<file path="config.mk">
export PLATFORM = sky130hd
export DESIGN_NAME = operand_loader
export DESIGN_NICKNAME = d
export VERILOG_FILES = /design/src/rtl/operand_loader.sv
export SDC_FILE = /design/constraint.sdc
export NUM_CORES = 1
export LEC_CHECK = 0
export ABC_AREA = 1
export CAP_MARGIN = 20
export CORE_MARGIN = 2
export CORE_UTILIZATION = 28
export DETAILED_ROUTE_END_ITERATION = 16
export GPL_TIMING_DRIVEN = 0
export PLACE_DENSITY = 0.53
export SETUP_SLACK_MARGIN = 0.5
export SYNTH_ARGS = -nofsm -noshare
export SYNTH_HDL_FRONTEND = slang
export SYNTH_SLANG_ARGS = --single-unit
</file>
<file path="constraint.sdc">
create_clock -name clk -period 1.3 [get_ports clk]
set_clock_uncertainty 0.05 [all_clocks]
set_input_delay 0.26 -clock clk [delete_from_list [all_inputs] [get_ports clk]]
set_output_delay 0.26 -clock clk [all_outputs]
set_load 0.05 [all_outputs]
</file>
<file path="src/rtl/operand_loader.sv">
// rtl/operand_loader.sv - serial-to-parallel operand loader feeding an adder stage.
// Captures one LSB-first frame (nibbl1, nibbl2, CIN) and holds it until acknowledged.
module operand_loader #(
    parameter int WIDTH = 4
) (
    input  logic             clk,
    input  logic             rst,
    input  logic             start,
    input  logic             ser_in,
    input  logic             ack,
    output logic [WIDTH-1:0] nibbl1,
    output logic [WIDTH-1:0] nibbl2,
    output logic             CIN,
    output logic             valid,
    output logic             busy
);
    localparam int FRAME = 2 * WIDTH + 1;
    localparam int CW    = $clog2(FRAME);

    typedef enum logic [1:0] {
        IDLE  = 2'd0,
        SHIFT = 2'd1,
        HOLD  = 2'd2
    } state_t;

    state_t           state;
    state_t           state_nxt;
    logic [CW-1:0]    cnt;
    logic [FRAME-1:0] sreg;
    logic [FRAME-1:0] sreg_nxt;
    logic             last_bit;

    assign last_bit = (cnt == CW'(FRAME - 1));
    // New bits enter at the top so bit 0 of the frame ends up at sreg[0].
    assign sreg_nxt = {ser_in, sreg[FRAME-1:1]};

    always_ff @(posedge clk or posedge rst) begin
        if (rst) begin
            state <= IDLE;
        end else begin
            state <= state_nxt;
        end
    end

    always_comb begin
        state_nxt = state;
        case (state)
            IDLE:    if (start) state_nxt = SHIFT;
            SHIFT:   if (last_bit) state_nxt = HOLD;
            HOLD:    if (ack) state_nxt = IDLE;
            default: state_nxt = IDLE;
        endcase
    end

    always_comb begin
        valid = (state == HOLD);
        busy  = (state == SHIFT);
    end

    // Operands are loaded in parallel only on the final bit so they never ripple.
    always_ff @(posedge clk or posedge rst) begin
        if (rst) begin
            cnt    <= '0;
            sreg   <= '0;
            nibbl1 <= '0;
            nibbl2 <= '0;
            CIN    <= 1'b0;
        end else if (state == SHIFT) begin
            sreg <= sreg_nxt;
            if (last_bit) begin
                cnt    <= '0;
                nibbl1 <= sreg_nxt[WIDTH-1:0];
                nibbl2 <= sreg_nxt[2*WIDTH-1:WIDTH];
                CIN    <= sreg_nxt[2*WIDTH];
            end else begin
                cnt <= cnt + 1'b1;
            end
        end
    end
endmodule
</file>
==> Word level (Yosys, flattened, before mapping) <==
Index checks and enable logic that the tools add are counted.
{ "totals": {"ff_bits": 24, "input_bits": 5} }
{ "classes": {"addsub": 1, "n_eq_ne": 6, "mux": 5, "reduce_logical": 3} }
{ "op_table": {"columns": ["operator", "count"], "rows": [
  ["2-to-1 mux 2 bit", 3],
  ["case mux 2 bit (3 select lines)", 1],
  ["adder 4 x 1 -> 4 bit, second input constant", 1],
  ["== test 4 bit, second input constant", 1],
  ["2-to-1 mux 4 bit", 1],
  ["!= test 2 bit, second input constant", 2],
  ["AND reduction 3 bit", 1],
  ["== test 2 x 1 -> 1 bit, second input constant", 1],
  ["== test 2 bit, second input constant", 1],
  ["logical NOT 2 bit", 1],
  ["!= test 2 x 1 -> 1 bit, second input constant", 1],
  ["AND reduction 2 bit", 1]
]} }

==> Longest topological paths before layout <==
Gate-level depths: netlist (run 1).
{ "depth": {"depth_word": 3, "ltp_mapped": 7} }

==> Worst setup path after synthesis (run 1) <==
No wires, ideal clock.
{ "synth_timing": {"path_kind": "reg2out", "start": "register state[1]", "end": "output port valid", "arrival_time_ps": 1158, "required_time_ps": 990, "path_slack_ps": -168, "path_stages_with_launch": 3, "path_buffers": 0, "cell_sequence": "dfrtp_1 > inv_1 > nor2_1"} }
{ "synth_via": {"elab_chain_cells": 1} }
{ "synth_rtl": {"columns": ["item", "line", "source"], "rows": [
  ["start, declared", "26", "state_t state;"],
  ["start signal, assigned", "41", "state <= state_nxt;"],
  ["== test 2 bit", "56", "valid = (state == HOLD);"],
  ["end, declared", "14", "output logic valid,"]
]} }
No other way between the ends.

==> Worst setup path after layout (run 1) <==
{ "layout_timing": {"start": "register state[0]", "end": "output port busy"} }
{ "layout_via": {"elab_chain_cells": 1} }
{ "layout_rtl": {"columns": ["item", "line", "source"], "rows": [
  ["== test 2 x 1 -> 1 bit", "57", "busy = (state == SHIFT);"],
  ["end, declared", "15", "output logic busy"]
]} }
No other way between the ends.

==> metrics.md, run 1 <==
| Metric | Value |
|---|---|
| Outcome | finished, violations left |
| Failing checks | setup timing |
| Inst Count DP | 169 |
| Antenna-violating nets left | 0 |
| Synth top area cells | dfrtp_1, nand2_1, nor2_8, inv_1, ha_1 |
| Final std cells w/o fill | 187 |
| Max Slew Vio Count | 0 |
| TritonRoute pass-1 iters | 4 |
| Post-route cell area | 1540 sq um |
| GPL Wtd Cong | 0.699 |
| Synthesis-stage register bit count | 23 |
| Cells after synthesis | 108 |
| Slew headroom | 0.656 |
| Max cap viols | 0 |
| Vias | 789 |
| First-pass GRT wire length | 3600 um |
| Most Frequent Cell on Critical Path | buf_12 |
| Io pins | 16 |
| Cell Area, Placed | 1250 sq um |
| Post-synth top area cell | dfrtp_1 |
| CP max stage cell | dfrtp_1 |
| DRT iter0 DRCs | 26 |
| Final setup margin | -0.159 ns |
| Remaining DRCs | 0 |
| CP Launch Type | register |
| Fin. Hold Viols | 0 |
| Tmin final | 1.46 ns |
| Max VDD drop | 1.07 mV |
| # rows | 21 |
| Root buf cell | clkbuf_4 |
| Worst setup path startpoint | state[0] |
| Critical Path AT | 1.15 ns |
| Clock Sinks | 23 |
| Synthesized area | 990 sq um |
| CP Capture Type | output pin |
| DP HPWL | 1280 um |
| Synth warnings | 0 |
| Reg2reg start | state[0] |
| F_max | 685 MHz |
| Max clock buf depth | 2 |
| Most frequent cells in the layout | nand2_1, dfrtp_1, dfrtp_2 |
| Core box area | 3360 sq um |
| Wirelength, routed | 2050 um |
| Largest net degree at the start of global routing | 24 |
| Vias in the first global route | 824 |
| Initial antenna violation count | 0 |
| Port bufs | 15 |
| Initial Util | 0.294 |
| Cts hold-fix bufs | 0 |
| Post-Syn Nets | 115 |
| Worst-path clk slew | 0.13 ns |
| Synth top area share | 0.582 |
| Most common cell after layout, fill and taps aside | nand2_1 |
| Setup tns final | -0.338 ns |
| Die height | 63.5 um |
| Total CTS buffers | 3 |
| CP max FO | 2 |
| Tcrit/Tclk final | 1.12 |
| Pwr/cell area | 2720 nW/um^2 |
| GRT Total Usage | 0.114 |
| Unrepaired setup endpoints after global routing | yes |
| Final core occ | 0.457 |
| Share of cells above drive strength 1 | 0.447 |
| Die area | 4030 sq um |
| Worst hold path type | primary input to asynchronous set/reset pin |
| P&R area growth vs syn | 55.2% |
| GRT overflow | 0 |
| Seq/Total Area, Yosys | 0.582 |
| Nets@finish | 149 |
| Static leakage | 0.740 nW |
| CP cell instances | inv_2, nor2_8, buf_12, buf_12 |
| Htree depth | 1 |
| Netlist cell types | 18 |
| Setup CP Type | register to output pin |
| Slew @ Worst Pin | 0.515 ns |
| Worst-Skew Late Latency | 0.31 ns |
| CP max stage delay | 0.41 ns |
| Antenna diode count | 0 |
| WL per Instance | 10.9 um |
| Syn Area/Cell | 9.16 sq um |
| Die X-Extent | 63.5 um |
| Vias per std cell | 4.22 |
| Setup violations, final | 10 |
| Required time of the critical path | 0.99 ns |
| CTS tree | done |
-- critical path, delay by kind of cell, from the launching register on --
family                 cells  cell delay [ns]
DFF                        1             0.41
and+or+nand+nor            1             0.06
buffers and inverters      3             0.38
-- kinds of logic (layout without fill, tap and decap cells) --
group,after synthesis,after routing,synth area share
buf+inv,12,45,0.0619
xor+xnor,1,1,0.00885
fa+ha+maj,2,2,0.0253
simple gates,64,64,0.290
flops,23,23,0.582
compound gates,6,6,0.0329
-- where the power goes --
part | total [mW] | switching, mW | internal [mW]
Sequential | 1.34 | 0.281 | 1.06
Clock | 0.333 | 0.213 | 0.120
Combinational | 2.50 | 1.34 | 1.17
-- routing by layer --
metal	track usage	up-vias	part of all wire
li1	-	400	-
met1	0.134	375	0.44
met2	0.204	10	0.51
met3	0.0214	4	0.031
met4	0.0408	0	0.017
met5	0	-	0
-- Yosys cell counts, drive strengths merged --
| master | instances |
|---|---|
| o31ai | 1 |
| xor2 | 1 |
| a21oi | 1 |
| ha | 2 |
| o21ai | 4 |
| nand2 | 54 |
| inv | 10 |
| nor2 | 4 |
| dfrtp | 23 |
| buf | 2 |
| nand3 | 5 |
| nand4 | 1 |
-- worst paths after layout --
kind	endpoint	slack [ns]	cells past startpoint
max	busy	-0.16	4
min	nibbl2[0]	0.27	2
max reg2reg	CIN	-0.01	9
min reg2reg	sreg[1]	0.44	2
max in group asynchronous	cnt[2]	0.60	2
min in group clk	state[1]	0.44	2
-- area by class of cell --
| cell class | count | area (sq um) |
|---|---|---|
| well taps | 46 | 57.6 |
| fillers | 343 | 1830 |
| clock buffers | 4 | 26.3 |
| multi-input cells | 73 | 430 |
| plain buffers | 2 | 31.3 |
| inverters | 10 | 51.3 |
| flip-flops and latches | 23 | 589 |
| repair buffers | 29 | 350 |
-- metrics by stage --
stage                     setup WS, ns  hold WS [ns]  power, mW
after floorplan                  0.118         0.211       2.59
after global placement          -0.611         0.409       3.03
after detailed placement        -0.614         0.412       3.08
after CTS                       -0.152         0.289       3.90
after global routing            -0.198         0.305       4.46
final                           -0.159         0.269       4.17
-- registers in the layout, summed over array words and instances (netlist names) --
register and cells:
state 2, nibbl2 4, CIN 1, nibbl1 4, sreg 8, cnt 4
-- timing repair --
item | in CTS | in global routing
cloned | 1 | 0
gates resized for setup | 97 | 18
pin swaps | 2 | 4
endpoints found under the setup margin | 57 | 34
setup buffers | 10 | 3
Power figures use the tool's default switching activity.
==> run 2, diff against run 1 <==
CORE_MARGIN = default   (was 2)
==> metrics.md, run 2 (synthesis gave the netlist of run 1 again) <==
| Metric | Value |
|---|---|
| Outcome | finished, violations left |
| Failing checks | setup timing |
| Final setup margin | -0.156 ns |
| Initial antenna violation count | 0 |
| Final std cells w/o fill | 189 |
| Post-place setup slack | -0.611 ns |
| Fillers | 350 |
| Vias | 802 |
| DP HPWL | 1250 um |
| First-pass GRT wire length | 3210 um |
| CP Launch Type | register |
| Initial Util | 0.294 |
| Reg2reg start | state[0] |
| # rows | 21 |
| Required time of the critical path | 0.99 ns |
| Worst setup path startpoint | state[0] |
| Io pins | 16 |
| DRT iter0 DRCs | 16 |
| Fin. Hold Viols | 0 |
| Die area | 3780 sq um |
| Max cap viols | 0 |
| Antenna diode count | 0 |
| Worst hold path type | primary input to asynchronous set/reset pin |
| Largest register by flop count | sreg |
| R2r endpoint | nibbl1[2] |
| Port bufs | 15 |
| CTS tree | done |
| Setup CP Type | register to output pin |
| TritonRoute pass-1 iters | 4 |
| Die X-Extent | 61.5 um |
| Remaining DRCs | 0 |
| CP max FO | 2 |
| Unrepaired setup endpoints after global routing | yes |
| Root buf cell | clkbuf_4 |
| Tcrit/Tclk final | 1.12 |
| P&R area growth vs syn | 56.6% |
| Final core occ | 0.461 |
| Worst-Skew Late Latency | 0.31 ns |
| Total CTS buffers | 3 |
| Largest net degree at the start of global routing | 24 |
| Vias per std cell | 4.24 |
| Tmin final | 1.46 ns |
| Flop2flop setup slack | -0.09 ns |
| Die height | 61.5 um |
| Max Slew Vio Count | 0 |
| Static leakage | 0.753 nW |
| Clock Sinks | 23 |
| Max clock buf depth | 2 |
| Slew headroom | 0.655 |
| Setup violations, final | 12 |
| GRT Total Usage | 0.120 |
| Register Area | 588 sq um |
| F_max | 687 MHz |
| Vias in the first global route | 714 |
| Pwr/cell area | 2690 nW/um^2 |
| Share of cells above drive strength 1 | 0.448 |
| Most common cell after layout, fill and taps aside | nand2_1 |
| GPL Wtd Cong | 0.733 |
| Slew @ Worst Pin | 0.516 ns |
| Inst Count DP | 169 |
| Htree depth | 1 |
| Most frequent cells in the layout | nand2_1, dfrtp_1, dfrtp_2 |
| Critical Path AT | 1.15 ns |
| Footprint of the multi-input gates | 432 sq um |
| Worst Reg-to-Reg Cells | 9 |
| Core box area | 3360 sq um |
| Worst-path clk slew | 0.12 ns |
| Setup tns final | -1.02 ns |
| WHS | 0.270 ns |
| Antenna-violating nets left | 0 |
| CP Capture Type | output pin |
| Wirelength, routed | 2060 um |
| WL per Instance | 10.9 um |
| Cts hold-fix bufs | 0 |
| Max VDD drop | 1.00 mV |
| Nets@finish | 151 |
| Max FFs per register | 8 |
| GRT overflow | 0 |
## run 2: cell types whose count changed in the layout (fill, tap and decap cells not counted), sizes merged
| cell | before | now |
|---|---|---|
| buf | 27 | 29 |
## run 2: metal layers
metal,vias to the layer above,wire (um),GRT usage,part of all wire
met1,384,940,0.157,0.46
met2,10,1040,0.191,0.50
met3,4,47,0.0252,0.023
met4,0,33,0.0571,0.016
met5,-,0,0,0
li1,404,-,-,-
## run 2: how the worst max path moves through the flow
| stage | slack [ns] | end |
|---|---|---|
| after global placement | -0.61 | busy |
| after floorplan | 0.12 | CIN |
| after detailed placement | -0.61 | busy |
| after global routing | -0.20 | busy |
| after CTS | -0.15 | busy |
| final | -0.16 | busy |
## run 2: area by class of cell
class                   instances  area share
plain buffers                   2      0.0202
clock buffers                   4      0.0169
inverters                      10      0.0347
multi-input cells              73       0.278
flip-flops and latches         23       0.379
well taps                      46      0.0371
repair buffers                 31       0.233
## run 2: per-stage QoR
stage | area [sq um] | power (mW)
2_1_floorplan | 1040 | 2.59
3_3_place_gp | 1250 | 3.02
3_5_place_dp | 1250 | 3.07
4_1_cts | 1450 | 3.90
5_1_grt | 1550 | 4.45
6_report | 1550 | 4.18
## run 2: power breakdown
group / leakage (nW) / internal (mW) / total (mW) / switching (mW)
sequential: 0.276 / 1.06 / 1.33 / 0.271
combinational: 0.461 / 1.17 / 2.52 / 1.35
clock: 0.0150 / 0.120 / 0.331 / 0.211
## run 2: worst max-delay path, stage by stage (launching register included)
cell	delay [ns]
dfrtp_1	0.41
inv_2	0.11
nor2_8	0.06
buf_12	0.12
buf_12	0.14
## run 2: what timing repair did
action | 4_1_cts | 5_1_grt
cloned | 1 | 0
pin swaps | 2 | 3
setup buffers | 11 | 4
setup endpoints to repair | 57 | 34
resized for setup | 95 | 20
==> run 3, diff against run 2 <==
GPL_ROUTABILITY_DRIVEN = 1   (was default)
MAX_ROUTING_LAYER = met4   (was default)
==> metrics.md, run 3 (synthesis gave the netlist of run 1 again) <==
| Metric | Value |
|---|---|
| Nets@finish | 151 |
| GRT overflow | 0 |
| Combinational share of power | 0.604 |
| Final core occ | 0.461 |
| Sw power | 1.83 mW |
| Flop2flop setup slack | -0.09 ns |
| Max clock buf depth | 2 |
| Slew headroom | 0.657 |
| Wirelength, routed | 2060 um |
| Footprint of the multi-input gates | 432 sq um |
| Total CTS buffers | 3 |
| Reg2reg start | state[0] |
| Final setup margin | -0.149 ns |
| Die height | 61.5 um |
| CTS tree | done |
| Initial antenna violation count | 0 |
| Max cap viols | 0 |
| # rows | 21 |
| Worst setup path startpoint | state[0] |
| Outcome | finished, violations left |
| Most common cell after layout, fill and taps aside | nand2_1 |
| Largest net degree at the start of global routing | 24 |
| R2r endpoint | nibbl1[2] |
| Root buf cell | clkbuf_4 |
| TritonRoute pass-1 iters | 4 |
| Io pins | 16 |
| CP Capture Type | output pin |
| Required time of the critical path | 0.99 ns |
| Initial Util | 0.294 |
| Largest register by flop count | sreg |
| Int Power | 2.34 mW |
| Unrepaired setup endpoints after global routing | yes |
| Tmin final | 1.45 ns |
| Die area | 3780 sq um |
| Antenna diode count | 0 |
| Worst-path clk slew | 0.12 ns |
| First-pass GRT wire length | 3210 um |
| Antenna-violating nets left | 0 |
| Tcrit/Tclk final | 1.11 |
| Post-place setup slack | -0.611 ns |
| Fin. Hold Viols | 0 |
| Vias | 798 |
| GPL Wtd Cong | 0.742 |
| Sequential power share | 0.319 |
| DRT iter0 DRCs | 17 |
| Vias per std cell | 4.22 |
| Htree depth | 1 |
| Sw Share | 0.438 |
| Slew @ Worst Pin | 0.513 ns |
| WL per Instance | 10.9 um |
| Max FFs per register | 8 |
| P&R area growth vs syn | 56.6% |
| Fillers | 350 |
| GRT Total Usage | 0.124 |
| F_max | 690 MHz |
| Share of cells above drive strength 1 | 0.448 |
| DP HPWL | 1250 um |
| Critical Path AT | 1.14 ns |
| Setup violations, final | 12 |
| Static leakage | 0.753 nW |
| Worst hold path type | primary input to asynchronous set/reset pin |
| Register Area | 588 sq um |
| Worst Reg-to-Reg Cells | 9 |
| Worst-Skew Late Latency | 0.30 ns |
| CP max FO | 2 |
| Core box area | 3360 sq um |
| Vias in the first global route | 714 |
| Setup CP Type | register to output pin |
| Clock Sinks | 23 |
| CP Launch Type | register |
| Clock power frac | 0.078 |
| Port bufs | 15 |
| Failing checks | setup timing |
| Remaining DRCs | 0 |
| Most frequent cells in the layout | nand2_1, dfrtp_1, dfrtp_2 |
| Die X-Extent | 61.5 um |
| Pwr/cell area | 2690 nW/um^2 |
| Max Slew Vio Count | 0 |
| Max VDD drop | 1.00 mV |
[run 3: cell counts in the layout (fill, tap and decap cells not counted)]
Identical to the previous run, type by type.
[run 3: stage by stage]
stage,hold WS (ns),cell area (sq um),setup TNS (ns),instances,power (mW)
after global routing,0.284,1550,-1.99,189,4.45
after CTS,0.282,1450,-0.292,185,3.90
after global placement,0.408,1250,-5.87,169,3.02
final,0.279,1550,-1.02,189,4.17
after detailed placement,0.412,1250,-5.93,169,3.07
after floorplan,0.211,1040,0,108,2.59
[run 3: cell type report]
type / instances / share of cell area
multi-input cells: 73 / 0.278
plain buffers: 2 / 0.0202
clock buffers: 4 / 0.0169
well taps: 46 / 0.0371
flip-flops and latches: 23 / 0.379
inverters: 10 / 0.0347
repair buffers: 31 / 0.233
[run 3: timing repair]
item	in CTS	in global routing
gates resized for setup	95	20
setup buffers	11	4
pin swaps	2	3
hold buffers	0	0
setup endpoints to repair	57	34
cloned	1	0
[run 3: worst max-delay path: stages (launching register included)]
cell     delay [ns]
dfrtp_1        0.41
inv_2          0.11
nor2_8         0.06
buf_12         0.12
buf_12         0.14
[run 3: how the worst max path moves through the flow]
stage               depth (start not counted)   end  slack (ns)
finish                                      4  busy       -0.15
global route                                4  busy       -0.20
CTS                                         4  busy       -0.15
detailed placement                          4  busy       -0.61
global placement                            4  busy       -0.61
floorplan                                   7   CIN        0.12
[run 3: power by group through the flow]
| stage | combinational (mW) | sequential (mW) | clock, mW |
|---|---|---|---|
| 4_1_cts | 2.24 | 1.31 | 0.344 |
| 5_1_grt | 2.71 | 1.36 | 0.373 |
| 3_5_place_dp | 1.76 | 1.31 | 0 |
| 6_report | 2.52 | 1.33 | 0.324 |
| 3_3_place_gp | 1.73 | 1.29 | 0 |
| 2_1_floorplan | 0.891 | 1.70 | 0 |
[run 3: metal layers]
layer	GRT usage	wire length [um]	share of wire	vias to the layer above
li1	-	-	-	404
met1	0.157	941	0.46	383
met2	0.191	1050	0.51	9
met3	0.0252	45	0.022	2
met4	0.0571	20	0.0097	0
met5	-	0	0	-
